**src/rtl/video_postproc.sv**
```systemverilog
`default_nettype none
// ============================================================================
// Module      : video_postproc
// Description : Three-stage pixel post-processor: capture, scanline dimming,
//               ordered 2x2 dither or truncation, blanking and sync delay.
// Revision    : 1.0 - initial release
// ============================================================================
module video_postproc #(
    parameter int IN_W   = 8,
    parameter int OUT_W  = 6,
    parameter int DITHER = 1
) (
    input  logic             clk_sys,
    input  logic             reset,
    input  logic             ce_pix,
    input  logic [1:0]       scanlines,
    input  logic             scan_phase,
    input  logic [IN_W-1:0]  R,
    input  logic [IN_W-1:0]  G,
    input  logic [IN_W-1:0]  B,
    input  logic             HSync,
    input  logic             VSync,
    input  logic             HBlank,
    input  logic             VBlank,
    output logic [OUT_W-1:0] VGA_R,
    output logic [OUT_W-1:0] VGA_G,
    output logic [OUT_W-1:0] VGA_B,
    output logic             VGA_HS,
    output logic             VGA_VS,
    output logic             VGA_DE
);

    localparam int             c_shift   = IN_W - OUT_W;
    localparam logic [IN_W:0]  c_out_max = {{(IN_W + 1 - OUT_W){1'b0}}, {OUT_W{1'b1}}};

    // raster tracking state
    logic hs_prev_q, hs_prev_d;
    logic vs_prev_q, vs_prev_d;
    logic lp_q, lp_d;
    logic fb_q, fb_d;
    logic px_q, px_d;

    // S1 capture
    logic [IN_W-1:0] c1_q [3];
    logic [IN_W-1:0] c1_d [3];
    logic            hs1_q, hs1_d, vs1_q, vs1_d, de1_q, de1_d, dim1_q, dim1_d;
    logic [1:0]      lvl1_q, lvl1_d, idx1_q, idx1_d;

    // S2 dim
    logic [IN_W-1:0] c2_q [3];
    logic [IN_W-1:0] c2_d [3];
    logic            hs2_q, hs2_d, vs2_q, vs2_d, de2_q, de2_d;
    logic [1:0]      idx2_q, idx2_d;

    // S3 output
    logic [OUT_W-1:0] rgb3_q [3];
    logic [OUT_W-1:0] rgb3_d [3];
    logic             vga_hs_q, vga_hs_d, vga_vs_q, vga_vs_d, vga_de_q, vga_de_d;

    logic             w_hs_fall, w_vs_fall;
    logic [IN_W:0]    w_thr;
    logic [IN_W:0]    w_sum [3];
    logic [IN_W:0]    w_lvl [3];

    generate
        if (DITHER != 0) begin : g_dither
            logic [1:0] w_bayer;
            always_comb begin
                case (idx2_q)
                    2'd0:    w_bayer = 2'd0;
                    2'd1:    w_bayer = 2'd2;
                    2'd2:    w_bayer = 2'd3;
                    default: w_bayer = 2'd1;
                endcase
            end
            assign w_thr = {{(IN_W - 1){1'b0}}, w_bayer} << (c_shift - 2);
        end else begin : g_trunc
            assign w_thr = '0;
        end
    endgenerate

    always_comb begin
        w_hs_fall = hs_prev_q & ~HSync;
        w_vs_fall = vs_prev_q & ~VSync;
        hs_prev_d = HSync;
        vs_prev_d = VSync;
        lp_d      = lp_q;
        fb_d      = fb_q;
        px_d      = w_hs_fall ? 1'b0 : ~px_q;
        // a frame start overrides the line toggle on a shared sample
        if (w_vs_fall) begin
            lp_d = 1'b0;
            fb_d = ~fb_q;
        end else if (w_hs_fall) begin
            lp_d = ~lp_q;
        end

        c1_d[0] = R;
        c1_d[1] = G;
        c1_d[2] = B;
        hs1_d   = HSync;
        vs1_d   = VSync;
        de1_d   = ~(HBlank | VBlank);
        dim1_d  = (scanlines != 2'b00) & (lp_d ^ scan_phase);
        lvl1_d  = scanlines;
        idx1_d  = {lp_d, px_d ^ fb_d};

        hs2_d  = hs1_q;
        vs2_d  = vs1_q;
        de2_d  = de1_q;
        idx2_d = idx1_q;
        for (int i = 0; i < 3; i++) begin
            c2_d[i] = c1_q[i];
            if (dim1_q) begin
                case (lvl1_q)
                    2'b01:   c2_d[i] = (c1_q[i] >> 1) + (c1_q[i] >> 2);
                    2'b10:   c2_d[i] = c1_q[i] >> 1;
                    default: c2_d[i] = c1_q[i] >> 2;
                endcase
            end
        end

        vga_hs_d = ~hs2_q;
        vga_vs_d = ~vs2_q;
        vga_de_d = de2_q;
        // sum carries an extra bit so the threshold can never wrap the colour
        for (int i = 0; i < 3; i++) begin
            w_sum[i]  = {1'b0, c2_q[i]} + w_thr;
            w_lvl[i]  = w_sum[i] >> c_shift;
            rgb3_d[i] = '0;
            if (de2_q) begin
                rgb3_d[i] = (w_lvl[i] > c_out_max) ? c_out_max[OUT_W-1:0]
                                                   : w_lvl[i][OUT_W-1:0];
            end
        end
    end

    always_ff @(posedge clk_sys) begin
        if (reset) begin
            hs_prev_q <= 1'b0;
            vs_prev_q <= 1'b0;
            lp_q      <= 1'b0;
            fb_q      <= 1'b0;
            px_q      <= 1'b0;
            c1_q      <= '{default: '0};
            hs1_q     <= 1'b0;
            vs1_q     <= 1'b0;
            de1_q     <= 1'b0;
            dim1_q    <= 1'b0;
            lvl1_q    <= 2'b00;
            idx1_q    <= 2'b00;
            c2_q      <= '{default: '0};
            hs2_q     <= 1'b0;
            vs2_q     <= 1'b0;
            de2_q     <= 1'b0;
            idx2_q    <= 2'b00;
            rgb3_q    <= '{default: '0};
            vga_hs_q  <= 1'b1;
            vga_vs_q  <= 1'b1;
            vga_de_q  <= 1'b0;
        end else if (ce_pix) begin
            hs_prev_q <= hs_prev_d;
            vs_prev_q <= vs_prev_d;
            lp_q      <= lp_d;
            fb_q      <= fb_d;
            px_q      <= px_d;
            c1_q      <= c1_d;
            hs1_q     <= hs1_d;
            vs1_q     <= vs1_d;
            de1_q     <= de1_d;
            dim1_q    <= dim1_d;
            lvl1_q    <= lvl1_d;
            idx1_q    <= idx1_d;
            c2_q      <= c2_d;
            hs2_q     <= hs2_d;
            vs2_q     <= vs2_d;
            de2_q     <= de2_d;
            idx2_q    <= idx2_d;
            rgb3_q    <= rgb3_d;
            vga_hs_q  <= vga_hs_d;
            vga_vs_q  <= vga_vs_d;
            vga_de_q  <= vga_de_d;
        end
    end

    assign VGA_R  = rgb3_q[0];
    assign VGA_G  = rgb3_q[1];
    assign VGA_B  = rgb3_q[2];
    assign VGA_HS = vga_hs_q;
    assign VGA_VS = vga_vs_q;
    assign VGA_DE = vga_de_q;

endmodule
`default_nettype wire

```
**config.mk**
```make
export PLATFORM = sky130hd
export DESIGN_NAME = video_postproc
export DESIGN_NICKNAME = d
export VERILOG_FILES = /design/src/rtl/video_postproc.sv
export SDC_FILE = /design/constraint.sdc
export NUM_CORES = 1
export LEC_CHECK = 0
export ABC_AREA = 1
export CAP_MARGIN = 20
export CORE_MARGIN = 5
export CORE_UTILIZATION = 60
export CTS_CLUSTER_DIAMETER = 150
export DETAILED_ROUTE_END_ITERATION = 6
export HOLD_SLACK_MARGIN = 0.02
export PLACE_DENSITY_LB_ADDON = 0.3
export SLEW_MARGIN = 20
export SYNTH_ARGS = -nofsm -noshare
export SYNTH_HDL_FRONTEND = slang
export SYNTH_SLANG_ARGS = --single-unit
```
**constraint.sdc**
```tcl
create_clock -name clk_sys -period 4.1 [get_ports clk_sys]
set_input_delay 0.82 -clock clk_sys [delete_from_list [all_inputs] [get_ports clk_sys]]
set_output_delay 0.82 -clock clk_sys [all_outputs]
set_load 0.01 [all_outputs]
```
Yosys cells after proc, flatten, opt, wreduce, memory -nomap -nowiden
Index checks and enable logic that the tools add are counted.
- flip-flop bits (word level): 85
- eq/ne operators: 4
- bitwise operators: 14
- reduce and logical (&&, ||, !) cells: 2
- magnitude comparators: 3
- mux-type cells: 17
- $add $sub $neg: 6
- operators by type and width (cell ; number):
    case mux 8 bit (2 select lines) ; 3
    2-to-1 mux 6 bit ; 6
    adder 8 x 2 -> 9 bit ; 3
    adder 7 x 6 -> 8 bit ; 3
    2-to-1 mux 8 bit ; 3
    greater-than comparator 7 x 6 -> 1 bit (second input constant) ; 3
    NOT 1 bit ; 8
    case mux 2 bit (3 select lines) ; 1
    == test 2 x 1 -> 1 bit (second input constant) ; 2
    == test 2 bit (second input constant) ; 2
    2-to-1 mux 1 bit ; 4
    AND 1 bit ; 3
    zero test 2 bit ; 1
    nonzero test 2 bit ; 1
    XOR 1 bit ; 2
    bitwise OR 1 bit ; 1

Longest topological paths before layout
Gate-level depths: netlist of the first run.
- depth in word-level cells: 6
- mapped depth: 12
- mapped depth without buffers: 12

Least setup slack after synthesis of the first run
No wires, ideal clock.
- path kind: register to register
- start point: register c1_q[18] (netlist name)
- end point: register c2_q[20] (netlist name)
- library setup time: 0.070 ns
- stages on the path, launching flop included: 11
- setup slack: 2.519 ns
- clock period less this slack: 1.581 ns
- data required time: 4.030 ns
- arrival: 1.512 ns
- cell sequence: dfxtp_1 -> ha_1 -> inv_1 -> fa_1 -> inv_1 -> nand3_1 -> nand3_1 -> nor2_1 -> o21ai_0 -> nand2_1 -> a21oi_1
- cells in the longest elaborated chain, start to end: 3
- ends and longest elaborated chain (item ; line ; source):
    from (decl) ; 44 ; logic [IN_W-1:0] c1_q [3];
    from (signal assigned) ; 145 ; c1_q <= '{default: '0};
    from (signal assigned) ; 167 ; c1_q <= c1_d;
    adder 7 x 6 -> 8 bit ; 116 ; 2'b01: c2_d[i] = (c1_q[i] >> 1) + (c1_q[i] >> 2);
    case mux 8 bit (2 select lines) ; 115 ; case (lvl1_q)
    2-to-1 mux 8 bit ; 114 ; if (dim1_q) begin
    to (signal assigned) ; 152 ; c2_q <= '{default: '0};
    to (signal assigned) ; 174 ; c2_q <= c2_d;
    to (decl) ; 50 ; logic [IN_W-1:0] c2_q [3];
Every way passes these cells.
A chain may end at the register's enable or synchronous reset.

Worst setup path in the final report of the first run
- start point: register lvl1_q[0]
- end point: register c2_q[11] (netlist name)
- cells in the longest elaborated chain, start to end: 3
- elaborated cells between the ends (all ways): 4
- classes of those cells: eq/ne (2); mux (2)
- ends and longest elaborated chain (item ; line ; source):
    from (decl) ; 47 ; logic [1:0] lvl1_q, lvl1_d, idx1_q, idx1_d;
    from (signal assigned) ; 172 ; lvl1_q <= lvl1_d;
    == test 2 bit or == test 2 x 1 -> 1 bit (tied branches) ; 115 ;
    case mux 8 bit (2 select lines) (*) ; 115 ;
    2-to-1 mux 8 bit (*) ; 114 ;
Mark *: on every way between the ends. The rest lies on a longest branch, timed or not.

==> impl_metrics.toml, run 1 <==
[die]
fp.dieW_um = 100
start_util_pct = 62.4
top_level_ports = 55
core_footprint_um2 = 7810
row_count = 32
full_die_area_um2 = 10000
die_height_um = 100

[timing]
setup_total_negative_slack_ns = 0
hold_violations = 0
final.setup_skew_ns = 0.00788
fmaxAchievable_ghz = 0.433
final-max-slew-violation-count = 0
final.setup.worst_slack_ns = 1.79
fin_hold_ws_ns = 0.440
post-route-period-util_pct = 56.3
worst_pin_slew_ns = 0.987
final.min_clock_period_ns = 2.31
setup-violations-final = 0
grt_setup_unrepaired = "false"
slew_headroom_pct = 34.2

[global_routing]
grt.total_usage_pct = 25.1
globalRouteOverflowTotal = 0
antenna_found_initial = 0
wire_length_of_the_first_global_routing_pass_um = 20900
grt_pass1_vias = 4748
largest_net_degree_at_the_start_of_global_routing = 80

[synthesis]
netlist_top_cells_count = "nand2_1 (162), a21oi_1 (125), dfxtp_1 (84), inv_1 (72), o21ai_0 (61)"
yosysTopAreaCell = "dfxtp_1"
synth.top_cells.by_area = "dfxtp_1 (35%), a21oi_1 (13%), nand2_1 (12%), ha_1 (6.4%), o21ai_0 (6.3%)"
synth_seq_area_share_pct = 34.5
synth-seq-cells = 84
synth-edff-count = 0
synth-main-ff-cell = "dfxtp_1"
yosysMostFrequentCell = "nand2_1"
yosys.area.top_type_share_pct = 34.5
syn-mean-instance-area_um2 = 6.71
synth_async_sr_flop_share_pct = 0
mappedNetlistArea_um2 = 4870
synth_nets = 788
netlist_instances = 726
yosysUniqueCellTypes = 34
yosys_warnings = 0

[clock_network]
cts_buffer_depth = 2
clock-root-buffer = "clkbuf_8"
cts.clk_slew.worst_paths_ns = 0.09
count_of_instances_resized_after_the_clock_tree_is_built = 0
htree_num_levels = 3
cts_setup_buffers = 0
tritoncts = "built"
cts_sinks = 84
cts_inserted_buffers = 9
post_cts_hold_buffer_count = 0
clkLatencyLatePin_ns = 0.37

[run_status]
outcome = "complete, no violations"

[drt]
first_iter_violations = 473
final_antenna_net_count = 0
drt_pass1_iterations = 5
post_drt_wl_per_cell_um = 14.4
num_vias = 4953
drc_violations = 0
final_wirelength_um = 12500
route.detailed.vias_per_inst = 5.72

[power]
p_total_mw = 1.95
power.combinational.fraction_pct = 17.8
power_density_nw_per_um2 = 344
leakage_nw = 2.42
clock_power_share_pct = 35.3
power.internal_mw = 1.36
vdd_ir_drop_max_uv = 244
portion_of_total_power_attributed_to_sequential_cells_pct = 46.9
swShare_pct = 30.0
netSwitchingPower_mw = 0.584

[layout]
finalInstanceArea_um2 = 5650
area_growth_pct = 16.1
layout.core_utilization_pct = 72.4
post_route_cells_drive_above_1_share_pct = 6.02
antenna_cells_inserted = 0
num-nets-final = 821
finish.cell_count_without_fillers = 866

[critical_path]
worst_ep_arrival_time_ns = 2.58
startpoint = "lvl1_q[0]"
r2r_start = "lvl1_q[0]"
worst_ep_required_time_ns = 4.37
rrSetupSlack_ns = 1.79
critPathLaunchType = "flip-flop"
worstSetupPathType = "flip-flop to flip-flop"
timing.critical_path.to = "c2_q[11]"
critical_path_peak_fanout = 28
critical_path.endpoint_type = "flip-flop"
r2r.worst_path.cells = 7
crit-reg2reg-capture = "c2_q[11]"

[flow_run]
timing.max_cap.violations = 0

[placement]
dp_hpwl_um = 8640
globalplace.congestion = 0.907
dp.cells = 850
pre_cts_ws_ns = 1.48
buffer_ports.inserted = 54
placed_area_um2 = 5420

[min_path]
min_path_type = "flip-flop to flip-flop"
-- power by group through the flow --
stage / logic, mW / registers (mW) / clock network [mW]
global placement: 0.326 / 0.928 / 0
detailed placement: 0.340 / 0.930 / 0
CTS: 0.342 / 0.911 / 0.692
finish: 0.347 / 0.912 / 0.687
floorplan: 0.247 / 0.915 / 0
global route: 0.391 / 0.919 / 0.730
-- worst min path at each step --
stage               startpoint      to  slack (ns)  depth (start not counted)
floorplan                hs2_q  VGA_HS        0.40                          1
global placement         vs2_q  VGA_VS        0.41                          1
detailed placement       hs2_q  VGA_HS        0.43                          1
CTS                      hs2_q  VGA_HS        0.44                          1
global route             vs2_q  VGA_VS        0.46                          1
finish                   hs2_q  VGA_HS        0.44                          1
-- registers in the layout, summed over array words and instances, names as in the netlist, 2 cells and up --
signal and count:
VGA_B 6, VGA_G 6, VGA_R 6, c1_q 24, c2_q 24, idx2_q 2
lvl1_q 2
-- routing by layer --
layer | GRT usage [%] | part of all wire [%]
met1 | 31.1 | 42
met3 | 3.27 | 5.8
met5 | 0 | 0
met2 | 43.6 | 50
met4 | 10.8 | 2.4
-- final cells by class --
class	instances	area, um2
clock inverters	6	93.8
well taps	102	128
clock buffers	10	138
multi-input cells	529	2740
inverters	77	294
repair buffers	58	583
flip-flops and latches	84	1680
fillers	646	2150
-- cell usage in the layout (no fill, tap or decap), types with 2 or more instances in the layout --
cell	count
nand4_1	9
inv_1	71
nand3_1	30
ha_1	25
o21ai_0	61
fa_1	3
bufinv_16	2
nor3_1	2
a21oi_1	125
buf_4	3
clkinv_4	2
or2_0	2
inv_2	5
nand2_2	8
nand3_2	2
nor3_2	2
a21o_1	3
a21oi_2	4
dfxtp_1	84
nor2_1	51
inv_6	2
clkbuf_8	10
clkdlybuf4s50_1	54
nand2_1	162
o211ai_1	3
xnor2_1	2
o22ai_1	3
nand2_4	2
o21ai_1	24
-- cells by family after synthesis --
group | Yosys count | share of synthesized area [%]
and+or+nand+nor | 273 | 24.1
adders and majority gates | 28 | 7.65
buffers and inverters | 113 | 9.32
AOI/OAI and AO/OA | 226 | 24.1
xor gates and xnor gates | 2 | 0.360
DFF | 84 | 34.5
-- critical path, cell delays in order, from the launching register on --
cell,delay (ns)
dfxtp_1,0.38
inv_1,0.06
ha_1,0.93
inv_1,0.43
nor2_1,0.19
nor2_1,0.06
nand2_1,0.10
a21oi_1,0.05
Note: power is estimated with default switching activity, not from simulation.
==> run 2: changes to the inputs <==
--- a/config.mk
+++ b/config.mk
@@ -8,7 +8,7 @@
 export ABC_AREA = 1
 export CAP_MARGIN = 20
 export CORE_MARGIN = 5
-export CORE_UTILIZATION = 60
+export CORE_UTILIZATION = 51
 export CTS_CLUSTER_DIAMETER = 150
 export DETAILED_ROUTE_END_ITERATION = 6
 export HOLD_SLACK_MARGIN = 0.02
==> constraint.sdc (replaced) <==
create_clock -name clk_sys -period 2.05 [get_ports clk_sys]
set_input_delay 0.41 -clock clk_sys [delete_from_list [all_inputs] [get_ports clk_sys]]
set_output_delay 0.41 -clock clk_sys [all_outputs]
set_load 0.01 [all_outputs]
==> run 2 against run 1 <==
Compared with the run above: core utilization is 10 points lower; design area is 1.9% higher; global-route usage is 2.7 points lower; critical path depth is 4 higher; sequential share of layout area is 0.56 points lower; largest power group unchanged; highest routed layer unchanged.
==> impl_metrics.toml, run 2 (synthesis gave the netlist of run 1 again) <==
[clock_network]
clkLatencyLatePin_ns = 0.36
cts_buffer_depth = 2
post_cts_hold_buffer_count = 0
cts.clk_slew.worst_paths_ns = 0.09
htree_num_levels = 3
cts_setup_buffers = 0
tritoncts = "built"
count_of_instances_resized_after_the_clock_tree_is_built = 0
cts_inserted_buffers = 9
cts_sinks = 84
clock-root-buffer = "clkbuf_8"

[die]
top_level_ports = 55
core_footprint_um2 = 9280
full_die_area_um2 = 11600
die_height_um = 108
fp.dieW_um = 108
row_count = 35
start_util_pct = 52.5

[critical_path]
r2r.worst_path.cells = 11
worst_ep_required_time_ns = 2.30
critical_path.endpoint_type = "flip-flop"
worstSetupPathType = "flip-flop to flip-flop"
critical_path_peak_fanout = 5
worst_ep_arrival_time_ns = 2.10
critPathLaunchType = "flip-flop"

[drt]
final_antenna_net_count = 0
drt_pass1_iterations = 5
num_vias = 4920
final_wirelength_um = 12500
first_iter_violations = 280
route.detailed.vias_per_inst = 5.46
drc_violations = 0
post_drt_wl_per_cell_um = 13.8

[global_routing]
antenna_found_initial = 0
grt.total_usage_pct = 22.3
wire_length_of_the_first_global_routing_pass_um = 21300
globalRouteOverflowTotal = 0
largest_net_degree_at_the_start_of_global_routing = 61
grt_pass1_vias = 4867

[power]
leakage_nw = 2.46
vdd_ir_drop_max_uv = 358
power_density_nw_per_um2 = 660

[timing]
final.min_clock_period_ns = 1.85
final.setup_skew_ns = 0.0102
slew_headroom_pct = 72.4
post-route-period-util_pct = 90.0
grt_setup_unrepaired = "false"
worst_pin_slew_ns = 0.412
setup_total_negative_slack_ns = 0
fmaxAchievable_ghz = 0.542
hold_violations = 0
final-max-slew-violation-count = 0
final.setup.worst_slack_ns = 0.205
setup-violations-final = 0

[layout]
multi_input_comb_area_um2 = 2740
layout.cells.most_common = "nand2_1"
area_growth_pct = 18.3
top_regs = "c1_q: 24 flops, c2_q: 24 flops"
number_of_filler_instances_in_the_final_layout = 893
area_taken_by_flip_flops_and_latches_um2 = 1680
antenna_cells_inserted = 0
final_cell_mix = "nand2_1 (162), a21oi_1 (125), dfxtp_1 (84), inv_1 (72), o21ai_0 (61)"
post_route_cells_drive_above_1_share_pct = 6.87
num-nets-final = 829

[placement]
dp_hpwl_um = 8890
buffer_ports.inserted = 54
pre_cts_ws_ns = 0.239
globalplace.congestion = 0.889

[flow_run]
timing.max_cap.violations = 0

[min_path]
min_path_type = "flip-flop to flip-flop"
hold-path-cell-count = 1

[run_status]
outcome = "complete, no violations"
[run 2: final cells by class]
class                           count  share of cell area, %
Sequential cell                    84                   29.2
Clock inverter                      6                   1.24
Inverter                           77                   5.10
Tap cell                          129                   2.80
Clock buffer                       10                   2.39
Multi-Input combinational cell    529                   47.5
Timing Repair Buffer               66                   11.8
[run 2: power breakdown]
part | switching, mW | internal [mW] | leakage, nW | total (mW)
Sequential | 0.0982 | 1.72 | 0.692 | 1.82
Combinational | 0.426 | 0.292 | 1.67 | 0.718
Clock | 0.655 | 0.605 | 0.0991 | 1.26
Total | 1.18 | 2.62 | 2.46 | 3.80
[run 2: final timing paths]
kind / startpoint / endpoint / slack (ns)
max: c1_q[10] / c2_q[14] / 0.20
min: hs2_q / VGA_HS / 0.44
max reg2reg: c1_q[10] / c2_q[14] / 0.20
min reg2reg: hs2_q / VGA_HS / 0.44
[run 2: routing by layer]
metal / up-vias / GRT usage [%] / wire [um]
li1: 2484 / - / -
met2: 126 / 40.3 / 6310
met3: 27 / 3.96 / 606
met1: 2283 / 25.7 / 5250
met5: - / 0 / 0
met4: 0 / 9.47 / 296
[run 2: through the flow]
stage | utilization (%) | power [mW] | instance area (um2) | hold WS [ns] | cells
after floorplan | - | 2.32 | 4870 | 0.398 | 726
after global placement | 59.8 | 2.54 | 5550 | 0.417 | 885
after detailed placement | 59.8 | 2.57 | 5550 | 0.433 | 885
after CTS | 62.1 | 3.82 | 5760 | 0.448 | 901
after global routing | 62.1 | 4.01 | 5760 | 0.475 | 901
final | 62.1 | 3.80 | 5760 | 0.443 | 901
[run 2: worst max-delay path, cell delays in order, from the launching register on]
cell and delay, ns:
dfxtp_1 0.43, ha_1 0.21, inv_1 0.07, fa_1 0.36, inv_1 0.12, nand4_1 0.13
nand3_1 0.12, nand2_1 0.07, nand2_1 0.07, nand2_1 0.06, nand2_1 0.07, a21oi_1 0.05
